[src/rtl/rr_pkg.sv]
// rr_pkg -- shared definitions for the round-robin packet requester.
// Holds the per-channel FSM state encoding and default sizing constants.
package rr_pkg;

    typedef enum logic {
        IDLE = 1'b0,
        SEND = 1'b1
    } chan_state_t;

    localparam int N_DEF     = 8;   // requester channels
    localparam int LEN_W_DEF = 4;   // descriptor length width (beats-1)
    localparam int DEPTH_DEF = 2;   // descriptor buffer entries per channel

endpackage

[src/rtl/rr_packet_requester_if.sv]
// rr_packet_requester_if -- descriptor/arbiter bundle for rr_packet_requester.
//   desc_valid/desc_len/desc_ready : per-channel descriptor offer and buffer space
//   grants                         : one-hot grant from the packet arbiter
//   req/req_is_last                : per-channel beat request, final-beat marker
//   pkt_done/grant_err             : packet-complete pulse, sticky grant error
// slave modport is the requester side; master is the driver/arbiter side.
interface rr_packet_requester_if
    import rr_pkg::*;
#(
    parameter int N     = N_DEF,
    parameter int LEN_W = LEN_W_DEF
);
    logic [N-1:0]            desc_valid;
    logic [N-1:0][LEN_W-1:0] desc_len;
    logic [N-1:0]            desc_ready;
    logic [N-1:0]            grants;
    logic [N-1:0]            req;
    logic [N-1:0]            req_is_last;
    logic [N-1:0]            pkt_done;
    logic [N-1:0]            grant_err;

    modport master (
        output desc_valid, desc_len, grants,
        input  desc_ready, req, req_is_last, pkt_done, grant_err
    );

    modport slave (
        input  desc_valid, desc_len, grants,
        output desc_ready, req, req_is_last, pkt_done, grant_err
    );
endinterface

[src/rtl/rr_req_channel.sv]
// rr_req_channel -- one requester channel: descriptor FIFO, IDLE/SEND FSM,
// beat counter and sticky grant-error flag.
//   clk, rst      : clock, async active-high reset
//   desc_valid/desc_len/desc_ready : descriptor push handshake
//   grant         : this channel's arbiter grant bit
//   req, req_is_last, pkt_done, grant_err : channel status outputs
module rr_req_channel
    import rr_pkg::*;
#(
    parameter int LEN_W = LEN_W_DEF,
    parameter int DEPTH = DEPTH_DEF
) (
    input  logic             clk,
    input  logic             rst,
    input  logic             desc_valid,
    input  logic [LEN_W-1:0] desc_len,
    output logic             desc_ready,
    input  logic             grant,
    output logic             req,
    output logic             req_is_last,
    output logic             pkt_done,
    output logic             grant_err
);
    localparam int AW = (DEPTH > 1) ? $clog2(DEPTH) : 1;
    localparam int CW = $clog2(DEPTH + 1);
    localparam logic [CW-1:0] FULL = CW'(DEPTH);

    logic [LEN_W-1:0] mem [DEPTH];
    logic [AW-1:0]    wr_ptr, rd_ptr;
    logic [CW-1:0]    count, count_nxt;
    chan_state_t      state;
    logic [LEN_W-1:0] cnt;
    logic             push, pop, xfer, at_last, fifo_empty;

    assign req         = (state == SEND);
    assign at_last     = (cnt == '0);
    assign req_is_last = req && at_last;
    assign xfer        = req && grant;
    assign fifo_empty  = (count == '0);
    assign push        = desc_valid && desc_ready;
    // Head is consumed either to start from IDLE or to chain the next packet
    // on the last beat, so there is no bubble between packets.
    assign pop         = !fifo_empty && ((state == IDLE) || (xfer && at_last));

    always_comb begin
        count_nxt = count;
        unique case ({push, pop})
            2'b10:   count_nxt = count + 1'b1;
            2'b01:   count_nxt = count - 1'b1;
            default: count_nxt = count;
        endcase
    end

    // Storage needs no reset; occupancy is tracked by count.
    always_ff @(posedge clk) begin
        if (push) mem[wr_ptr] <= desc_len;
    end

    always_ff @(posedge clk or posedge rst) begin
        if (rst) begin
            state      <= IDLE;
            cnt        <= '0;
            count      <= '0;
            wr_ptr     <= '0;
            rd_ptr     <= '0;
            desc_ready <= 1'b1;
            pkt_done   <= 1'b0;
            grant_err  <= 1'b0;
        end else begin
            count      <= count_nxt;
            desc_ready <= (count_nxt < FULL);
            if (push) wr_ptr <= wr_ptr + 1'b1;
            if (pop)  rd_ptr <= rd_ptr + 1'b1;
            pkt_done   <= xfer && at_last;
            if (grant && !req) grant_err <= 1'b1;
            unique case (state)
                IDLE: begin
                    if (pop) begin
                        state <= SEND;
                        cnt   <= mem[rd_ptr];
                    end
                end
                SEND: begin
                    if (xfer) begin
                        if (!at_last)  cnt   <= cnt - 1'b1;
                        else if (pop)  cnt   <= mem[rd_ptr];
                        else           state <= IDLE;
                    end
                end
                default: state <= IDLE;
            endcase
        end
    end

endmodule

[src/rtl/rr_packet_requester.sv]
// rr_packet_requester -- N independent packet requesters feeding a
// round-robin packet arbiter. Each channel buffers descriptors (length-1)
// and requests one beat per grant until its packet completes.
//   clk, rst : clock, async active-high reset
//   bus      : rr_packet_requester_if slave (descriptors in, grants in,
//              req/req_is_last/pkt_done/grant_err/desc_ready out)
module rr_packet_requester
    import rr_pkg::*;
#(
    parameter int N     = N_DEF,
    parameter int LEN_W = LEN_W_DEF,
    parameter int DEPTH = DEPTH_DEF
) (
    input  logic                 clk,
    input  logic                 rst,
    rr_packet_requester_if.slave bus
);
    for (genvar i = 0; i < N; i++) begin : g_ch
        rr_req_channel #(
            .LEN_W (LEN_W),
            .DEPTH (DEPTH)
        ) u_ch (
            .clk         (clk),
            .rst         (rst),
            .desc_valid  (bus.desc_valid[i]),
            .desc_len    (bus.desc_len[i]),
            .desc_ready  (bus.desc_ready[i]),
            .grant       (bus.grants[i]),
            .req         (bus.req[i]),
            .req_is_last (bus.req_is_last[i]),
            .pkt_done    (bus.pkt_done[i]),
            .grant_err   (bus.grant_err[i])
        );
    end

endmodule

[src/flat_wrapper.sv]
// flat-port wrapper written by rule: the top's interface ports become plain ports
module rr_packet_requester_flat import rr_pkg::*;
#(
    parameter int N     = N_DEF,
    parameter int LEN_W = LEN_W_DEF,
    parameter int DEPTH = DEPTH_DEF
)
  (clk, rst, bus_desc_valid, bus_desc_len, bus_grants, bus_desc_ready, bus_req, bus_req_is_last, bus_pkt_done, bus_grant_err);
  rr_packet_requester_if #(.N(N), .LEN_W(LEN_W)) bus_i ();
  input  logic clk;
  input  logic rst;
  input wire logic [$bits(bus_i.desc_valid)-1:0] bus_desc_valid;
  input wire logic [$bits(bus_i.desc_len)-1:0] bus_desc_len;
  input wire logic [$bits(bus_i.grants)-1:0] bus_grants;
  output wire logic [$bits(bus_i.desc_ready)-1:0] bus_desc_ready;
  output wire logic [$bits(bus_i.req)-1:0] bus_req;
  output wire logic [$bits(bus_i.req_is_last)-1:0] bus_req_is_last;
  output wire logic [$bits(bus_i.pkt_done)-1:0] bus_pkt_done;
  output wire logic [$bits(bus_i.grant_err)-1:0] bus_grant_err;
  assign bus_i.desc_valid = bus_desc_valid;
  assign bus_i.desc_len = bus_desc_len;
  assign bus_i.grants = bus_grants;
  assign bus_desc_ready = bus_i.desc_ready;
  assign bus_req = bus_i.req;
  assign bus_req_is_last = bus_i.req_is_last;
  assign bus_pkt_done = bus_i.pkt_done;
  assign bus_grant_err = bus_i.grant_err;
  rr_packet_requester #(.N(N), .LEN_W(LEN_W), .DEPTH(DEPTH)) u_core (.clk(clk), .rst(rst), .bus(bus_i));
endmodule
[config.mk]
export PLATFORM = sky130hd
export DESIGN_NAME = rr_packet_requester_flat
export DESIGN_NICKNAME = d
export VERILOG_FILES = /design/src/rtl/rr_pkg.sv /design/src/rtl/rr_packet_requester_if.sv /design/src/rtl/rr_req_channel.sv /design/src/rtl/rr_packet_requester.sv /design/src/flat_wrapper.sv
export SDC_FILE = /design/constraint.sdc
export NUM_CORES = 1
export LEC_CHECK = 0
export ABC_CLOCK_PERIOD_IN_PS = 1580
export CORE_MARGIN = 2
export CORE_UTILIZATION = 50
export CTS_BUF_LIST = sky130_fd_sc_hd__clkbuf_8
export DETAILED_ROUTE_END_ITERATION = 8
export PLACE_DENSITY_LB_ADDON = 0.15
export SYNTH_ARGS = -nofsm -noshare
export SYNTH_HDL_FRONTEND = slang
export SYNTH_HIERARCHICAL = 1
export SYNTH_SLANG_ARGS = --single-unit
[constraint.sdc]
create_clock -name clk -period 1.58 [get_ports clk]
set_input_delay 0.316 -clock clk [delete_from_list [all_inputs] [get_ports clk]]
set_output_delay 0.316 -clock clk [all_outputs]
set_load 0.05 [all_outputs]
==> flow_metrics.tcl <==
set metrics [dict create \
    cp-start-kind "register" \
    power_frac_comb_pct 50.1 \
    fp.coreArea_mm2 0.0150 \
    outcome "complete, but fails checks" \
    cts_buffer_depth 2 \
    crit_path_end_kind "output pin" \
    place_area_mm2 0.0100 \
    vias 6068 \
    rsz0062_at_grt "true" \
    cts_tree "done" \
    drive_above_1_share_pct 43.5 \
    synth_top_family_by_area "simple AND/OR/NAND/NOR gates" \
    grt_max_degree 17 \
    holdWs_ps 447 \
    grt_pass1_vias 6358 \
    yosys.area.top_type "dfrtp_1" \
    cp.arrival_ps 1730 \
    finalMaxSlewViolations 0 \
    cp_cell_sequence "inv_2 > ha_4 > or3b_4 > nor2_4 > buf_12" \
    synth-compound-area-share_pct 11.1 \
    fin_tns_setup_ps -8050 \
    synth_seq_area_share_pct 57.1 \
    hold_viol 0 \
    antenna_cells 0 \
    totalWireLength_um 18300 \
    wl_per_cell_um 16.3 \
    synth-warning-count 6 \
    clk_latency_ps 440 \
    synth_top_area_share_pct 29.0 \
    synthXorXnorAreaFrac_pct 3.69 \
    fmax_mhz 489 \
    syn2layout_area_growth_pct 50.0 \
    violations "setup timing" \
    clk_pin_slew_ps 80 \
    sw_frac_of_total_pct 37.7 \
    synth_nets 722 \
    ant_nets 0 \
    clockPowerShare_pct 15.0 \
    path_class "register to output pin" \
    initialDrtViolationCount 329 \
    row_count 45 \
    die_area_mm2 0.0162 \
    yosys-top-cells-area "dfrtp_1, edfxtp_1, mux2i_1" \
    finalCritPeriodShare_pct 129 \
    avgViaCountPerCell 5.42 \
    period_minus_slack_ps 2050 \
    cts_hold_buf 0 \
    htreeDepth 4 \
    powerDensity_mw_per_mm2 1840 \
    cts-root-buf "clkbuf_8" \
    path_max_fanout 2 \
    cts-buffers-inserted 17 \
    dr.pass1.iters 4 \
    cap_violations 0 \
    critPathSlowestCell "dfrtp_1" \
    intPower_mw 13.1 \
    nets 984 \
    worstPathRequired_ps 1260 \
    sequentialPowerShare_pct 34.9 \
    netSwitchingPower_mw 7.91 \
    yosys-mux-area-fraction_pct 5.41 \
    power_leakage_nw 5.05 \
    grt_pass1_wl_um 29100 \
    routabilityCongestion 0.865 \
    ys_types 40 \
    slew_headroom_pct 57.8 \
    antenna_found_initial 0 \
    avgSynthCellArea_um2 11.6 \
    clock_sinks 160 \
    finalWorstSetupSlack_ps -466 \
    synthCells 656 \
    ys_ff_latch 160 \
    finalClockSkew_ps 9.95 \
    slowest_delay_ps 400 \
    dp.cells 1038 \
    syn_area_mm2 0.00759 \
    hp-class "input port to register" \
    die_w_um 127 \
    gr-total-overflow 0 \
    synth-adder-area-share_pct 2.64 \
    place.port_buffers 89 \
    peakVddDrop_uv 1030 \
    dieHeight_um 127 \
    start_util_pct 50.5 \
    grt_use_total_pct 22.6 \
    layoutNonFillerInstCount 1119 \
    synth-simple-area-share_pct 16.7 \
    dp_hpwl_um 12500 \
    drcViolationCount 0 \
    pin_count 90 \
    final_area_mm2 0.0114 \
    tightest_slew_ps 630 \
    setup_viol 51 \
]
==> sequential cells by signal, indices dropped and copies added (netlist names), named ones only <==
register	cells
u_core/g_ch.u_ch/wr_ptr	8
u_core/g_ch.u_ch/rd_ptr	8
u_core/g_ch.u_ch/grant_err	8
u_core/g_ch.u_ch/pkt_done	8
u_core/g_ch.u_ch/mem	64
u_core/g_ch.u_ch/cnt	32
u_core/g_ch.u_ch/desc_ready	8
u_core/g_ch.u_ch/count	8
u_core/g_ch.u_ch/req	8
==> Yosys cell counts <==
| cell | n |
|---|---|
| or4_4 | 4 |
| xor2_1 | 16 |
| or3b_2 | 4 |
| dfrtp_1 | 88 |
| a21o_1 | 16 |
| clkbuf_1 | 8 |
| a311oi_1 | 8 |
| a21oi_1 | 40 |
| a221o_1 | 8 |
| nor2_1 | 36 |
| mux2_2 | 8 |
| a221oi_1 | 4 |
| ha_1 | 16 |
| or2_2 | 4 |
| nor3b_4 | 8 |
| nor4b_1 | 8 |
| and3_1 | 16 |
| and2_1 | 8 |
| o311ai_0 | 4 |
| o22ai_1 | 8 |
| inv_1 | 40 |
| nor2b_1 | 8 |
| nor4_1 | 8 |
| nor3_1 | 28 |
| or4_1 | 4 |
| nor3b_1 | 4 |
| nand2_1 | 56 |
| o21ai_0 | 24 |
| a2bb2oi_1 | 4 |
| edfxtp_1 | 64 |
| a31oi_1 | 4 |
| mux2i_1 | 32 |
| xnor2_1 | 16 |
| nand2b_1 | 12 |
| dfstp_2 | 8 |
| nand4_1 | 4 |
| a21oi_2 | 4 |
| a41oi_1 | 4 |
| buf_2 | 16 |
| and4_4 | 4 |
==> layout by cell type (no fill, tap or decap), types with 8 or more instances in the layout <==
| cell type | instances |
|---|---|
| inv_2 | 16 |
| ha_4 | 8 |
| dfrtp_1 | 80 |
| nor2b_1 | 8 |
| nor2_1 | 23 |
| nor3_1 | 20 |
| dfstp_2 | 8 |
| mux2_2 | 8 |
| dfrtp_2 | 8 |
| nor3b_4 | 8 |
| a221o_1 | 8 |
| a21oi_1 | 35 |
| xnor2_1 | 15 |
| xor2_1 | 16 |
| a21oi_4 | 8 |
| buf_4 | 160 |
| nand2_2 | 10 |
| mux2i_1 | 29 |
| a21o_1 | 16 |
| inv_1 | 28 |
| and3_1 | 16 |
| nor2_4 | 10 |
| a311oi_2 | 8 |
| buf_6 | 31 |
| nand2_1 | 46 |
| ha_1 | 8 |
| o21ai_0 | 17 |
| edfxtp_1 | 64 |
| clkdlybuf4s50_1 | 49 |
| buf_12 | 27 |
| clkbuf_8 | 17 |
==> logic make-up (layout without fill, tap and decap cells) <==
| kind of cell | count (synthesis) | after routing |
|---|---|---|
| multiplexers | 40 | 40 |
| flip-flops | 160 | 160 |
| adder cells (fa/ha/maj) | 16 | 16 |
| AO/OA/AOI/OAI | 128 | 128 |
| AND/OR/NAND/NOR | 216 | 216 |
| XOR/XNOR | 32 | 32 |
| buffers and inverters | 64 | 339 |
==> repair_timing <==
action,4_1_cts,5_1_grt
resized for setup,62,77
setup buffers,31,25
endpoints found under the setup margin,40,73
pin swaps,27,32
==> final cells by class <==
cell class                 instances  area [um2]
clock buffer                      17         234
sequential                       160        4340
clock inverter                    15         181
multi-input combinational        432        3660
tap                              188         235
inverter                          40         150
timing repair buffer             267        2580
fill                             988        3640
==> stage by stage <==
stage	power (mW)	util (%)	worst slack [ps]
after floorplan	12.3	-	-99.8
after global placement	15.6	66.6	-188
after detailed placement	16.1	66.6	-230
after CTS	20.1	72.8	-471
after global routing	22.2	75.8	-535
final	21.0	75.8	-466
==> power groups by stage <==
stage	logic (mW)	clock network [mW]	registers [mW]
after global routing	11.3	3.40	7.52
after CTS	9.57	3.21	7.30
final	10.5	3.15	7.33
after detailed placement	8.70	0	7.37
after global placement	8.38	0	7.27
after floorplan	4.54	0	7.77
==> critical path, delay by kind of cell, from the launching register on <==
kind	cells	cell delay, ps
simple gates	2	520
flops	1	400
buf+inv	2	220
fa+ha+maj	1	140
==> layer usage <==
metal / global-route usage [%] / vias to the layer above / wire length, um
met4: 8.08 / 0 / 320
met3: 4.65 / 30 / 694
met5: 0 / - / 0
li1: - / 2913 / -
met2: 41.4 / 137 / 9970
met1: 26.4 / 2988 / 7290
==> worst paths after layout <==
check	startpoint	cells after the start	end	slack (ps)
setup / recovery	u_core/g_ch[4].u_ch/cnt[0]	5	bus_req_is_last[4]	-470
setup reg to reg	u_core/g_ch[4].u_ch/cnt[0]	9	u_core/g_ch[4].u_ch/desc_ready	-340
hold / removal	bus_desc_len[29]	1	u_core/g_ch[7].u_ch/mem[1][1]	450
max in group asynchronous	rst	3	u_core/g_ch[1].u_ch/cnt[1]	680
hold reg to reg	u_core/g_ch[0].u_ch/grant_err	1	u_core/g_ch[0].u_ch/grant_err	470
min in group asynchronous	rst	2	u_core/g_ch[2].u_ch/wr_ptr	480
Power figures use the tool's default switching activity.
==> variant: new RTL, same flow settings <==
Reset style: synchronous (`rst`), changed in one clocked block. Comments in the files are not updated.
--- a/src/rtl/rr_req_channel.sv
+++ b/src/rtl/rr_req_channel.sv
@@ -58,3 +58,3 @@
 
-    always_ff @(posedge clk or posedge rst) begin
+    always_ff @(posedge clk) begin
         if (rst) begin
Behaviour: differs if rst is asserted again (counterexample within 4 cycles, from zero or initial values and one cycle with rst high); with rst held inactive, the same outputs for 4 cycles.
==> variant against the unedited design <==
The flow still finishes with violations (setup timing); cell area fell by 3.4%; power rose by 4.5%; area after synthesis is 3.0% lower; die area is 2.9% lower; register-to-register slack worse by 0.02 ns; wire length decreased by 1.9%; worst setup slack worse by 0.0086 ns; sequential cell count grew 8.
==> variant: results (changes against the unedited design) <==
- Vias in the first global route: 6152 (was 6358)
- Dominant cells by area after synthesis: dfxtp_1, edfxtp_1, nor2_1 (was dfrtp_1, edfxtp_1, mux2i_1)
- Setup TNS: -6.62 ns (was -8.05 ns)
- Synth Area in Adders: 4.08% (was 2.64%)
- Multi-input logic area: 0.00390 mm^2 (was 0.00366 mm^2)
- Final-stage net count: 1007 (was 984)
- First-pass GRT wire length: 27600 um (was 29100 um)
- Worst slew pin tran: 0.451 ns (was 0.630 ns)
- Post-synth cell types: 46 (was 40)
- Failing checks: setup timing (unchanged)
- Run status: finished, violations left (unchanged)
- Syn Nets: 761 (was 722)
- Pre-CTS WS: -0.575 ns (was -0.230 ns)
- Top FF cell, synth: dfxtp_1 (was dfrtp_1)
- Placed Cells: 1062 (was 1038)
- LEAKAGE: 4.46 nW (was 5.05 nW)
- Mapped Avg Cell Area: 10.7 um^2 (was 11.6 um^2)
- HPWL after DPL: 11700 um (was 12500 um)
- Placed Area: 0.00972 mm^2 (was 0.0100 mm^2)
- Post-synthesis mux area share: 4.36% (was 5.41%)
- Sequential-to-total area share from yosys stat: 54.3% (was 57.1%)
- Worst Slack Setup Final: -0.474 ns (was -0.466 ns)
- Initial Util: 50.9% (was 50.5%)
- Worst Clk Skew: 0.0147 ns (was 0.00995 ns)
- Finished Layout Cells: 1130 (was 1119)
- Largest net degree at the start of global routing: 28 (was 17)
- GP Congestion: 0.817 (was 0.865)
- Synth top cells by count: dfxtp_1, nor2_1, edfxtp_1, a21oi_1, mux2i_1 (was dfrtp_1, edfxtp_1, nand2_1, a21oi_1, inv_1)
- Final setup fails: 37 (was 51)
- Filler cells: 964 (was 988)
- Post-Route WL: 17900 um (was 18300 um)
[variant: cell count changes after synthesis, sizes merged, moves of 16 or more]
cell	change
o21ai	-20
a21o	-16
dfxtp	+104
nor2	+65
dfrtp	-88
nand2	-21
o31ai	+16
[variant: worst paths after layout]
kind,startpoint,end,cells past startpoint,slack (ns)
hold reg to reg,u_core/g_ch[5].u_ch/grant_err$_SDFFE_PP0P_,u_core/g_ch[5].u_ch/grant_err$_SDFFE_PP0P_,2,0.47
setup / recovery,u_core/g_ch[7].u_ch/cnt[0]$_SDFFE_PP0P_,bus_req_is_last[7],6,-0.47
setup reg to reg,u_core/g_ch[2].u_ch/cnt[0]$_SDFFE_PP0P_,u_core/g_ch[2].u_ch/desc_ready$_SDFF_PP1_,12,-0.36
hold / removal,rst,u_core/g_ch[3].u_ch/wr_ptr$_SDFFE_PP0P_,2,0.28
[variant: layout make-up]
type / instances / share of cell area, %
Multi-Input combinational cell: 474 / 35.5
Inverter: 27 / 0.921
Clock inverter: 15 / 1.59
Timing Repair Buffer: 245 / 21.1
Sequential cell: 168 / 36.7
Clock buffer: 17 / 2.13
Tap cell: 184 / 2.09
[variant: what timing repair did]
action | CTS | global route
setup endpoints to repair | 32 | 66
pin swaps | 25 | 41
buffers inserted | 29 | 16
resized for setup | 39 | 71
[variant: layer usage]
metal,vias to the layer above,routed length [um],track usage (%)
li1,2963,-,-
met1,2964,7380,24.2
met2,141,9540,39.2
met3,32,687,4.88
met4,0,327,9.22
met5,-,0,0
[variant: power by group]
group	switching [mW]	total [mW]	internal, mW
Sequential	0.746	6.40	5.65
Clock	1.58	3.15	1.57
Combinational	6.04	12.4	6.35
